File: src/rtl/alu_issue_ctrl.sv
// rtl/alu_issue_ctrl.sv - single-issue MIPS ALU sequencer: decode, one EXEC cycle, held result
module alu_issue_ctrl (
  input  logic        clk,
  input  logic        rst_n,
  input  logic        instr_valid,
  output logic        instr_ready,
  input  logic [31:0] instr,
  input  logic [31:0] rs_val,
  input  logic [31:0] rt_val,
  output logic [4:0]  alu_op,
  output logic [31:0] alu_a,
  output logic [31:0] alu_b,
  input  logic [31:0] alu_out,
  input  logic        flag,
  output logic        res_valid,
  input  logic        res_ready,
  output logic [31:0] res_data,
  output logic [4:0]  res_rd,
  output logic        res_wr,
  output logic        br_taken,
  output logic        illegal
);

  typedef enum logic [1:0] {IDLE, EXEC, DONE} state_t;

  state_t state, state_nxt;

  logic [5:0]  opcode, funct;
  logic [4:0]  rt_f, rd_f, shamt;
  logic [15:0] imm;

  assign opcode = instr[31:26];
  assign rt_f   = instr[20:16];
  assign rd_f   = instr[15:11];
  assign shamt  = instr[10:6];
  assign funct  = instr[5:0];
  assign imm    = instr[15:0];

  logic [4:0]  dec_op;
  logic [31:0] dec_a, dec_b;
  logic [4:0]  dec_dest;
  logic        dec_branch;
  logic        dec_legal;

  logic        accept;
  logic [4:0]  pend_rd;
  logic        pend_wr;
  logic        pend_branch;

  // Combinational decode of the offered word; only sampled on the accept edge.
  always_comb begin
    dec_op     = 5'h00;
    dec_a      = rs_val;
    dec_b      = rt_val;
    dec_dest   = 5'd0;
    dec_branch = 1'b0;
    dec_legal  = 1'b1;
    case (opcode)
      6'h00: begin
        dec_dest = rd_f;
        case (funct)
          6'h20, 6'h21: dec_op = 5'h01;
          6'h22, 6'h23: dec_op = 5'h02;
          6'h24:        dec_op = 5'h03;
          6'h25:        dec_op = 5'h04;
          6'h26:        dec_op = 5'h05;
          6'h27:        dec_op = 5'h06;
          6'h00, 6'h02, 6'h03: begin
            dec_op = (funct == 6'h00) ? 5'h0D : (funct == 6'h02) ? 5'h0E : 5'h0F;
            dec_a  = rt_val;
            dec_b  = {27'b0, shamt};
          end
          6'h04, 6'h06, 6'h07: begin
            dec_op = (funct == 6'h04) ? 5'h0D : (funct == 6'h06) ? 5'h0E : 5'h0F;
            dec_a  = rt_val;
            dec_b  = {27'b0, rs_val[4:0]};
          end
          default: dec_legal = 1'b0;
        endcase
      end
      6'h1C: begin
        dec_dest = rd_f;
        dec_b    = 32'h0;
        case (funct)
          6'h20:   dec_op = 5'h1F;
          6'h21:   dec_op = 5'h1E;
          default: dec_legal = 1'b0;
        endcase
      end
      6'h08, 6'h09: begin
        dec_dest = rt_f;
        dec_op   = 5'h01;
        dec_b    = {{16{imm[15]}}, imm};
      end
      6'h0C, 6'h0D, 6'h0E: begin
        dec_dest = rt_f;
        dec_op   = (opcode == 6'h0C) ? 5'h03 : (opcode == 6'h0D) ? 5'h04 : 5'h05;
        dec_b    = {16'b0, imm};
      end
      6'h0F: begin
        dec_dest = rt_f;
        dec_op   = 5'h10;
        dec_a    = 32'h0;
        dec_b    = {16'b0, imm};
      end
      6'h04, 6'h05: begin
        dec_branch = 1'b1;
        dec_op     = (opcode == 6'h04) ? 5'h0B : 5'h0C;
      end
      6'h06, 6'h07: begin
        dec_branch = 1'b1;
        dec_op     = (opcode == 6'h06) ? 5'h0A : 5'h07;
        dec_b      = 32'h0;
      end
      6'h01: begin
        dec_branch = 1'b1;
        dec_b      = 32'h0;
        case (rt_f)
          5'd0:    dec_op = 5'h09;
          5'd1:    dec_op = 5'h08;
          default: dec_legal = 1'b0;
        endcase
      end
      default: dec_legal = 1'b0;
    endcase
  end

  assign accept = (state == IDLE) && instr_valid;

  always_ff @(posedge clk or negedge rst_n) begin
    if (!rst_n) state <= IDLE;
    else        state <= state_nxt;
  end

  always_comb begin
    state_nxt = state;
    case (state)
      IDLE:    if (instr_valid) state_nxt = dec_legal ? EXEC : DONE;
      EXEC:    state_nxt = DONE;
      DONE:    if (res_ready) state_nxt = IDLE;
      default: state_nxt = IDLE;
    endcase
  end

  always_comb begin
    instr_ready = (state == IDLE);
    res_valid   = (state == DONE);
  end

  // ALU drive is registered so it is stable for the whole EXEC cycle and zero elsewhere.
  always_ff @(posedge clk or negedge rst_n) begin
    if (!rst_n) begin
      alu_op <= 5'h00;
      alu_a  <= 32'h0;
      alu_b  <= 32'h0;
    end else if (accept && dec_legal) begin
      alu_op <= dec_op;
      alu_a  <= dec_a;
      alu_b  <= dec_b;
    end else if (state == EXEC) begin
      alu_op <= 5'h00;
      alu_a  <= 32'h0;
      alu_b  <= 32'h0;
    end
  end

  always_ff @(posedge clk or negedge rst_n) begin
    if (!rst_n) begin
      pend_rd     <= 5'd0;
      pend_wr     <= 1'b0;
      pend_branch <= 1'b0;
    end else if (accept) begin
      pend_rd     <= dec_branch ? 5'd0 : dec_dest;
      pend_wr     <= dec_legal && !dec_branch && (dec_dest != 5'd0);
      pend_branch <= dec_branch;
    end
  end

  // Result outputs change only on the edge that enters DONE.
  always_ff @(posedge clk or negedge rst_n) begin
    if (!rst_n) begin
      res_data <= 32'h0;
      res_rd   <= 5'd0;
      res_wr   <= 1'b0;
      br_taken <= 1'b0;
      illegal  <= 1'b0;
    end else if (accept && !dec_legal) begin
      res_data <= 32'h0;
      res_rd   <= 5'd0;
      res_wr   <= 1'b0;
      br_taken <= 1'b0;
      illegal  <= 1'b1;
    end else if (state == EXEC) begin
      res_data <= alu_out;
      res_rd   <= pend_rd;
      res_wr   <= pend_wr;
      br_taken <= pend_branch & flag;
      illegal  <= 1'b0;
    end
  end

endmodule

File: config.mk
export PLATFORM = sky130hd
export DESIGN_NAME = alu_issue_ctrl
export DESIGN_NICKNAME = d
export VERILOG_FILES = /design/src/rtl/alu_issue_ctrl.sv
export SDC_FILE = /design/constraint.sdc
export NUM_CORES = 1
export LEC_CHECK = 0
export ABC_CLOCK_PERIOD_IN_PS = 2000
export BUFFER_PORTS_ARGS = -buffer_cell sky130_fd_sc_hd__buf_2
export CORE_ASPECT_RATIO = 0.7
export CORE_MARGIN = 10
export CORE_UTILIZATION = 48
export DETAILED_ROUTE_END_ITERATION = 16
export GPL_TIMING_DRIVEN = 0
export HOLD_SLACK_MARGIN = 0.06
export PLACE_DENSITY = 0.8
export REMOVE_ABC_BUFFERS = 1
export SLEW_MARGIN = 20
export SYNTH_ARGS = -nofsm -noshare
export SYNTH_HDL_FRONTEND = slang
export SYNTH_SLANG_ARGS = --single-unit
export TNS_END_PERCENT = 10
File: constraint.sdc
create_clock -name clk -period 2 [get_ports clk]
set_clock_uncertainty 0.1 [all_clocks]
set_input_delay 0.5 -clock clk [delete_from_list [all_inputs] [get_ports clk]]
set_output_delay 0.5 -clock clk [all_outputs]
set_load 0.05 [all_outputs]
Word level (Yosys, flattened, before mapping)
Cells that the tools add are included.
Widths: inputs -> output; s select.
{"block": "totals", "ramBits": 0, "regBits": 118, "rom_bits": 0, "latchBits": 0, "mem_count": 0, "output_inout_bits": 111}
{"block": "classes", "n_shift": 0, "n_lt_le_gt_ge": 0, "eq_ne": 30, "n_mul": 0, "bitwise": 1, "addsub": 0, "n_mux": 42, "div": 0, "n_reduce_logical": 32}
{"op": "$mux 32", "count": 6}
{"op": "$pmux 32 s2", "count": 2}
{"op": "$pmux 32 s4", "count": 1}
{"op": "$eq 6x6->1 const B", "count": 8}
{"op": "$eq 6x3->1 const B", "count": 7}
{"op": "$pmux 5 s8", "count": 1}
{"op": "$eq 6x4->1 const B", "count": 6}
{"op": "$pmux 4 s8", "count": 1}
{"op": "$mux 5", "count": 5}
{"op": "$pmux 5 s2", "count": 2}
{"op": "$reduce_or 14->1", "count": 1}
{"op": "$reduce_or 2->1", "count": 7}
{"op": "$mux 1", "count": 13}
{"op": "$eq 6x2->1 const B", "count": 2}
{"op": "$logic_not 6->1", "count": 2}
{"op": "$reduce_or 6->1", "count": 2}
{"op": "$mux 2", "count": 5}
{"op": "$reduce_or 10->1", "count": 1}
{"op": "$reduce_or 3->1", "count": 3}
{"op": "$pmux 4 s2", "count": 1}
{"op": "$reduce_or 4->1", "count": 2}
{"op": "$eq 6x1->1 const B", "count": 1}
{"op": "$eq 6x5->1 const B", "count": 1}
{"op": "$mux 3", "count": 2}
{"op": "other kinds (17)", "count": 23}

Longest topological paths before layout
Gate-level depths: netlist of the first run.
{"block": "logic_depth", "ltp_word": 7, "ltp_mapped": 9}

Worst setup path before layout of the first run
Ideal clock, no wire load.
{"block": "synth_path", "path_kind": "register to register", "start": "register state[1]", "end": "register alu_a[25]", "arrival_ns": 2.206, "path_stages_with_launch": 7, "path_slack_ns": -0.426, "path_buffers": 2, "path_cell_list": "dfrtp_1 nor2_1 nand2_1 a41o_1 buf_6 buf_2 a31o_2"}
{"block": "synth_via", "elab_chain_cells": 4, "elab_cells_between_ends": 6, "cone_classes": "1 x eq/ne; 1 x mux; 4 x reduce/logical"}
{"item": "start, declared", "line": "26", "rtl": "state_t state, state_nxt;"}
{"item": "start signal, assigned", "line": "132", "rtl": "else state <= state_nxt;"}
{"item": "$logic_not 2->1 (*)"}
{"item": "net instr_ready", "line": "6", "rtl": "output logic instr_ready,"}
{"item": "$logic_and 1x1->1 (*)", "line": "128", "rtl": "assign accept = (state == IDLE) && instr_valid;"}
{"item": "$logic_and 1x1->1 (*)", "line": "156", "rtl": "end else if (accept && dec_legal) begin"}
{"item": "$mux 32 or $reduce_bool 2->1 (tied branches)"}
{"item": "end signal, assigned", "line": "154", "rtl": "alu_a <= 32'h0;"}
{"item": "end signal, assigned", "line": "158", "rtl": "alu_a <= dec_a;"}
{"item": "end signal, assigned", "line": "162", "rtl": "alu_a <= 32'h0;"}
{"item": "end, declared", "line": "11", "rtl": "output logic [31:0] alu_a,"}
The timed path passes the listed nets; every way through them passes the cells marked *.
A chain may end at the register's enable or synchronous reset.

Final worst setup path of the first run
{"block": "layout_path", "start": "input instr[28]", "end": "register alu_a[13]"}
{"block": "layout_via", "elab_chain_cells": 5, "elab_cells_between_ends": 19, "cone_classes": "12 x eq/ne; 3 x mux; 4 x reduce/logical"}
{"item": "start, declared", "line": "7", "rtl": "input logic [31:0] instr,"}
{"item": "$eq 6x4->1 or $eq 6x3->1 (tied branches)", "line": "58", "rtl": "case (opcode)"}
{"item": "$reduce_or 10->1 (no line)"}
{"item": "$pmux 1 s4", "line": "58"}
{"item": "$logic_and 1x1->1", "line": "156"}
{"item": "$mux 32 or $reduce_bool 2->1 (tied branches)"}
Parallel ways exist; a longest one is shown, timed or not.

==> flow_summary.toml, run 1 <==
[run_status]
outcome = "finished clean"

[logic_synthesis]
synth-seq-cells = 118
synthSimpleGateAreaFrac = 0.194
synthFlopType = "dfrtp_1"
postSynthAreaPerCell_sq_um = 8.91
async_flop_share = 1.00
synth_edf_count = 0
ys_seq_area_frac = 0.518
syn_inst = 640
ys_warn_count = 0
synthMuxAreaShare = 0.00878
netlist_area_sq_um = 5700
synth_top_family_by_area = "compound AO/OA/AOI/OAI gates"
synthAdderAreaFrac = 0
synthXorXnorAreaFrac = 0.00307
ys_types = 45
synth-compound-area-share = 0.225

[timing]
hold_violations = 0
slew_headroom = 0.604
drv_slew = 0
rsz0062_at_grt = "yes"
fin_setup_tns_ps = 0
tightestPinTransition_ps = 594
fin_ws_ps = 45.8
max_clock_freq_ghz = 0.512
min_period_over_period = 0.977
period_needed_ps = 1950
finalSetupViolations = 0

[setup_path]
critical_path.cell_chain = "buf_6 -> nor4_4 -> nand4b_1 -> buf_4 -> a41o_4 -> clkbuf_16 -> a31o_2"
critPathArrivalTime_ps = 2150
cp_num_buf_inv = 3
critPathSlowestCell = "nor4_4"
critPathLaunchType = "input port"
max_stage_delay_ps = 340
crit_required_ps = 2190
worstSetupPathType = "in -> reg"
end_kind = "flip-flop"
cp_max_fo = 18
critPathLaunch = "instr[28]"
crit_family = "simple AND/OR/NAND/NOR gates"
r2r-start = "state[1]"

[routing]
num_vias = 5971
routed_via_density = 5.74
wl_per_cell_microns = 20.7
drt_iter0_drc = 383
antenna_left = 0
dr.pass1.iters = 5
drc_errors = 0
wl_microns = 21500

[floorplan]
die_x_microns = 150
initial_core_util = 0.490
pin_count = 244
rows = 33
dieArea_sq_um = 16700
die_h_microns = 111
coreArea_sq_um = 11600

[clock_network]
numCtsBuffers = 17
cts_tree = "built"
cts_buffer_depth = 2
htreeDepth = 4
clock-sinks = 118
cts-root-buf = "clkbuf_16"
clk_pin_slew_ps = 50
insertion_delay_ps = 400

[final_layout]
area_delta_synth_final_pct = 42.1
layout-drive-gt1-share = 0.402
nFillCells = 910
utilization = 0.696
diodes = 0
nets = 1004

[grt]
first_global_vias = 5786
antenna_found_initial = 0
grt_pass1_wl_microns = 32200
grt_start_max_net_pins = 72
globalRouteOverflowTotal = 0
grt_usage = 0.241

[placed_design]
place_congestion = 0.892
io_buffers = 238
dp_slack_ps = -1340
hpwlAfterDp_microns = 14200

[run]
drv_cap = 0

[worst_hold_path]
hp-start = "alu_out[31]"
hp-class = "in -> reg"

[power_and_ir_drop]
p_leak_nw = 4.01
p_per_area_nw_per_um2 = 1270
peakVddDrop_mv = 1.07
==> per-stage QoR <==
stage	total power [W]	cell area, sq um	hold slack (ps)	std cells
final	0.0103	8100	227	1041
after global routing	0.0107	8100	211	1041
after CTS	0.0103	7960	220	1034
after detailed placement	0.00702	7100	371	987
after global placement	0.00691	6820	365	976
after floorplan	0.00588	5430	104	581
==> synth_stat cells, types with 2 or more instances <==
cell	n	area [sq um]
or4_1	2	15.0
a31o_2	33	289
mux2i_1	5	50.1
o221ai_1	2	17.5
dfrtp_1	118	2950
nand2_1	125	469
clkbuf_1	32	120
nor3b_1	2	15.0
o21ai_0	25	125
o21ai_1	20	100
inv_1	6	22.5
nand3b_1	2	15.0
buf_6	4	45.0
nand3_1	71	355
buf_1	6	22.5
nor2_1	12	45.0
a221oi_1	6	52.6
a21oi_1	92	460
a22oi_1	16	120
nand4b_1	2	17.5
o211ai_1	3	22.5
nand2b_1	5	31.3
and2_1	2	12.5
nor2b_1	5	31.3
xnor2_1	2	17.5
buf_2	17	85.1
o21a_1	3	22.5
nand4_1	3	18.8
nor3_1	3	15.0
==> cell families (layout without fill, tap and decap cells) <==
logic type      after synthesis  in the layout
simple gates                241            242
compound gates              209            211
flops                       118            118
buf+inv                      65            306
mux                           5              5
xor+xnor                      2              2
==> worst paths after layout <==
path / to / slack [ps] / depth (start not counted)
setup / recovery: alu_a[13] / 50 / 7
hold reg to reg: pend_rd[3] / 380 / 2
min in group asynchronous: res_data[24] / 530 / 2
setup reg to reg: alu_a[13] / 110 / 5
hold / removal: res_data[31] / 230 / 3
max in group asynchronous: alu_a[30] / 550 / 3
==> registers in the layout, indices dropped and copies added (netlist names) <==
signal       count
br_taken         1
pend_rd          5
alu_a           32
alu_b           32
pend_branch      1
res_wr           1
illegal          1
alu_op           5
state            2
pend_wr          1
res_rd           5
res_data        32
==> what timing repair did <==
| action | CTS | global route |
|---|---|---|
| pin swaps | 6 | 4 |
| setup endpoints to repair | 117 | 96 |
| hold endpoints to repair | 54 | 0 |
| gates resized for setup | 19 | 11 |
| setup buffers | 12 | 4 |
| gates cloned | 2 | 3 |
| hold buffers | 1 | 0 |
==> report_power, final <==
| group | switching [W] | internal, W |
|---|---|---|
| Clock | 0.00110 | 0.00215 |
| Combinational | 0.00286 | 0.000958 |
| Sequential | 0.000306 | 0.00294 |
==> worst reg2reg max path, stage by stage (launching register included) <==
cell and delay (ps):
dfrtp_1 440, nor2_2 240, nand2_4 200, a41o_4 360, clkbuf_16 210, a31o_2 250
==> area by class of cell <==
class / count / area, sq um / share of cell area
Clock inverter: 12 / 176 / 0.0218
Inverter: 6 / 22.5 / 0.00278
Tap cell: 157 / 196 / 0.0242
Sequential cell: 118 / 2950 / 0.364
Multi-Input combinational cell: 460 / 2650 / 0.327
Timing Repair Buffer: 268 / 1650 / 0.203
Clock buffer: 20 / 457 / 0.0564
==> layer usage <==
layer | vias up | wire length (microns) | track usage
met5 | - | 0 | 0
met4 | 0 | 176 | 0.0504
met3 | 21 | 2930 | 0.122
met2 | 315 | 9780 | 0.363
met1 | 2881 | 8650 | 0.304
li1 | 2754 | - | -
==> cells in the final DEF, fill, tap and decap left out, drive strengths merged, types with 3 or more instances in the layout <==
cell | synthesis | routed
a41o | 1 | 3
o21ai | 45 | 45
nand4 | 3 | 3
clkinv | 0 | 3
a22oi | 16 | 16
nand2b | 5 | 5
nor2b | 5 | 5
buf | 27 | 264
nand2 | 125 | 125
a221oi | 6 | 6
a31o | 33 | 33
o211ai | 3 | 3
o21a | 3 | 3
clkbuf | 32 | 23
nand3 | 71 | 71
inv | 6 | 6
dfrtp | 118 | 118
a21oi | 92 | 92
bufinv | 0 | 4
nor2 | 12 | 12
clkinvlp | 0 | 5
mux2i | 5 | 5
nor3 | 3 | 3
No activity file was read; power rests on OpenSTA's default activity.
==> run 2: changes to the inputs <==
- ABC_AREA: unset -> 1
- CORE_UTILIZATION: 48 -> 51
- GPL_TIMING_DRIVEN: 0 -> unset
- PLACE_DENSITY: 0.8 -> 0.81
==> flow_summary.toml, run 2 <==
[run_status]
outcome = "finished clean"

[final_layout]
layout-drive-gt1-share = 0.280
area_delta_synth_final_pct = 36.2
design_area_sq_um = 9450
layout_common_cells = "389 x nand2_1, 237 x buf_2, 158 x nand3_1"
largestRegisters = "alu_a (32), alu_b (32), res_data (32)"
nets = 1419
utilization = 0.715
stdcell_count = 1490
final_common_cell = "nand2_1"

[setup_path]
critPathLaunchType = "input port"
reg2reg_depth = 7
worstSetupPathType = "in -> reg"
crit_required_ps = 2240
critPathArrivalTime_ps = 2100
end_kind = "flip-flop"
cp_max_fo = 31

[clock_network]
insertion_delay_ps = 400
htreeDepth = 4
clock-sinks = 118
numCtsBuffers = 17
cts-root-buf = "clkbuf_16"
cts_tree = "built"
cts_buffer_depth = 2
clk_pin_slew_ps = 60

[worst_hold_path]
hp-class = "in -> reg"
whs_path_depth = 2

[logic_synthesis]
async_flop_share = 1.00
synth-seq-cells = 118
ys_types = 28
ys_warn_count = 0
ys_seq_area_frac = 0.426
postSynthAreaPerCell_sq_um = 6.82
yosysMostFrequentCell = "nand2_1"
synthFlopType = "dfrtp_1"
netlist_area_sq_um = 6940
yosysTopAreaCellShare = 0.426
synth_edf_count = 0
synth.top_cells.by_count = "390 x nand2_1, 159 x nand3_1, 123 x inv_1"
synth.area.top_cells = "dfrtp_1 43%, nand2_1 21%, nand3_1 11%, inv_1 6.7%, nand4_1 3.8%"
syn_inst = 1018
synth_largest_area_cell = "dfrtp_1"

[timing]
tightestPinTransition_ps = 447
rsz0062_at_grt = "no"
hold_violations = 0
fin_setup_tns_ps = 0
slew_headroom = 0.701
max_clock_freq_ghz = 0.537
drv_slew = 0
min_period_over_period = 0.931
period_needed_ps = 1860
finalSetupViolations = 0

[routing]
num_vias = 8040
routed_via_density = 5.40
antenna_left = 0
drc_errors = 0
wl_microns = 25400
drt_iter0_drc = 831
wl_per_cell_microns = 17.1
dr.pass1.iters = 5

[power_and_ir_drop]
p_leak_nw = 5.80
total_power_w = 0.0106
peakVddDrop_mv = 0.789
p_per_area_nw_per_um2 = 1120

[placed_design]
post-place-cells = 1451
io_buffers = 238
place_congestion = 0.953
placedInstanceArea_sq_um = 8810
hpwlAfterDp_microns = 18700

[grt]
grt_pass1_wl_microns = 40800
globalRouteOverflowTotal = 0
antenna_found_initial = 5
grt_start_max_net_pins = 48
grt_usage = 0.263
first_global_vias = 7784

[floorplan]
dieArea_sq_um = 18700
die_x_microns = 159
rows = 35
coreArea_sq_um = 13200
pin_count = 244
initial_core_util = 0.525
die_h_microns = 118

[run]
drv_cap = 0
==> run 2: power by group <==
group	switching [W]	internal [W]
registers	0.000337	0.00296
logic	0.00317	0.000964
clock network	0.00118	0.00200
total	0.00468	0.00593
==> run 2: repair_timing <==
item | in CTS | in global routing
resized for setup | 0 | 3
hold buffers | 1 | 0
setup buffers | 0 | 0
hold endpoints to repair | 25 | 0
endpoints found under the setup margin | 0 | 24
==> run 2: path summary, 6_finish.rpt <==
| path | slack [ps] | end | from |
|---|---|---|---|
| setup / recovery | 140 | alu_a[5] | instr[30] |
| hold / removal | 200 | state[1] | res_ready |
| setup reg to reg | 140 | res_data[1] | state[1] |
| hold reg to reg | 380 | pend_rd[4] | pend_rd[4] |
| max in group asynchronous | 710 | alu_b[12] | rst_n |
| min in group asynchronous | 480 | pend_rd[1] | rst_n |
==> run 2: layout make-up <==
type | instances | area [sq um]
Tap cell | 185 | 231
Clock inverter | 14 | 175
Inverter | 128 | 484
Multi-Input combinational cell | 707 | 3210
Clock buffer | 18 | 439
Timing Repair Buffer | 314 | 1940
Fill cell | 1088 | 3770
Sequential cell | 118 | 2950
Antenna cell | 6 | 15.0
==> run 2: kinds of logic (layout without fill, tap and decap cells) <==
kind of cell           count (synthesis)  count (layout)  share of synthesized area
AOI/OAI and AO/OA                     68              68                     0.0640
and+or+nand+nor                      639             639                      0.398
DFF                                  118             118                      0.426
other                                  0               6                          0
buffers and inverters                193             474                      0.113
==> run 2: through the flow <==
step                      setup WS [ps]  hold slack (ps)
after global routing              0.747              192
after global placement             -223              360
after detailed placement           -258              366
after CTS                           144              188
after floorplan                   -1880              104
final                               137              196
==> run 2: worst max-delay path, cell delays in order <==
cell and delay (ps):
buf_2 120, nor2_4 190, nand2_1 120, buf_4 150
inv_1 60, nand2_1 100, nand2_1 200, nand2_1 120
buf_12 180, nand2_1 70, nand4_1 170, nand2_1 110
==> run 2: per-layer routing <==
metal	wire length [microns]	GRT usage	up-vias	part of all wire
li1	-	-	3788	-
met2	11200	0.392	463	0.44
met4	546	0.0803	4	0.021
met3	2780	0.0832	49	0.11
met5	27	0	-	0.0011
met1	10900	0.358	3736	0.43
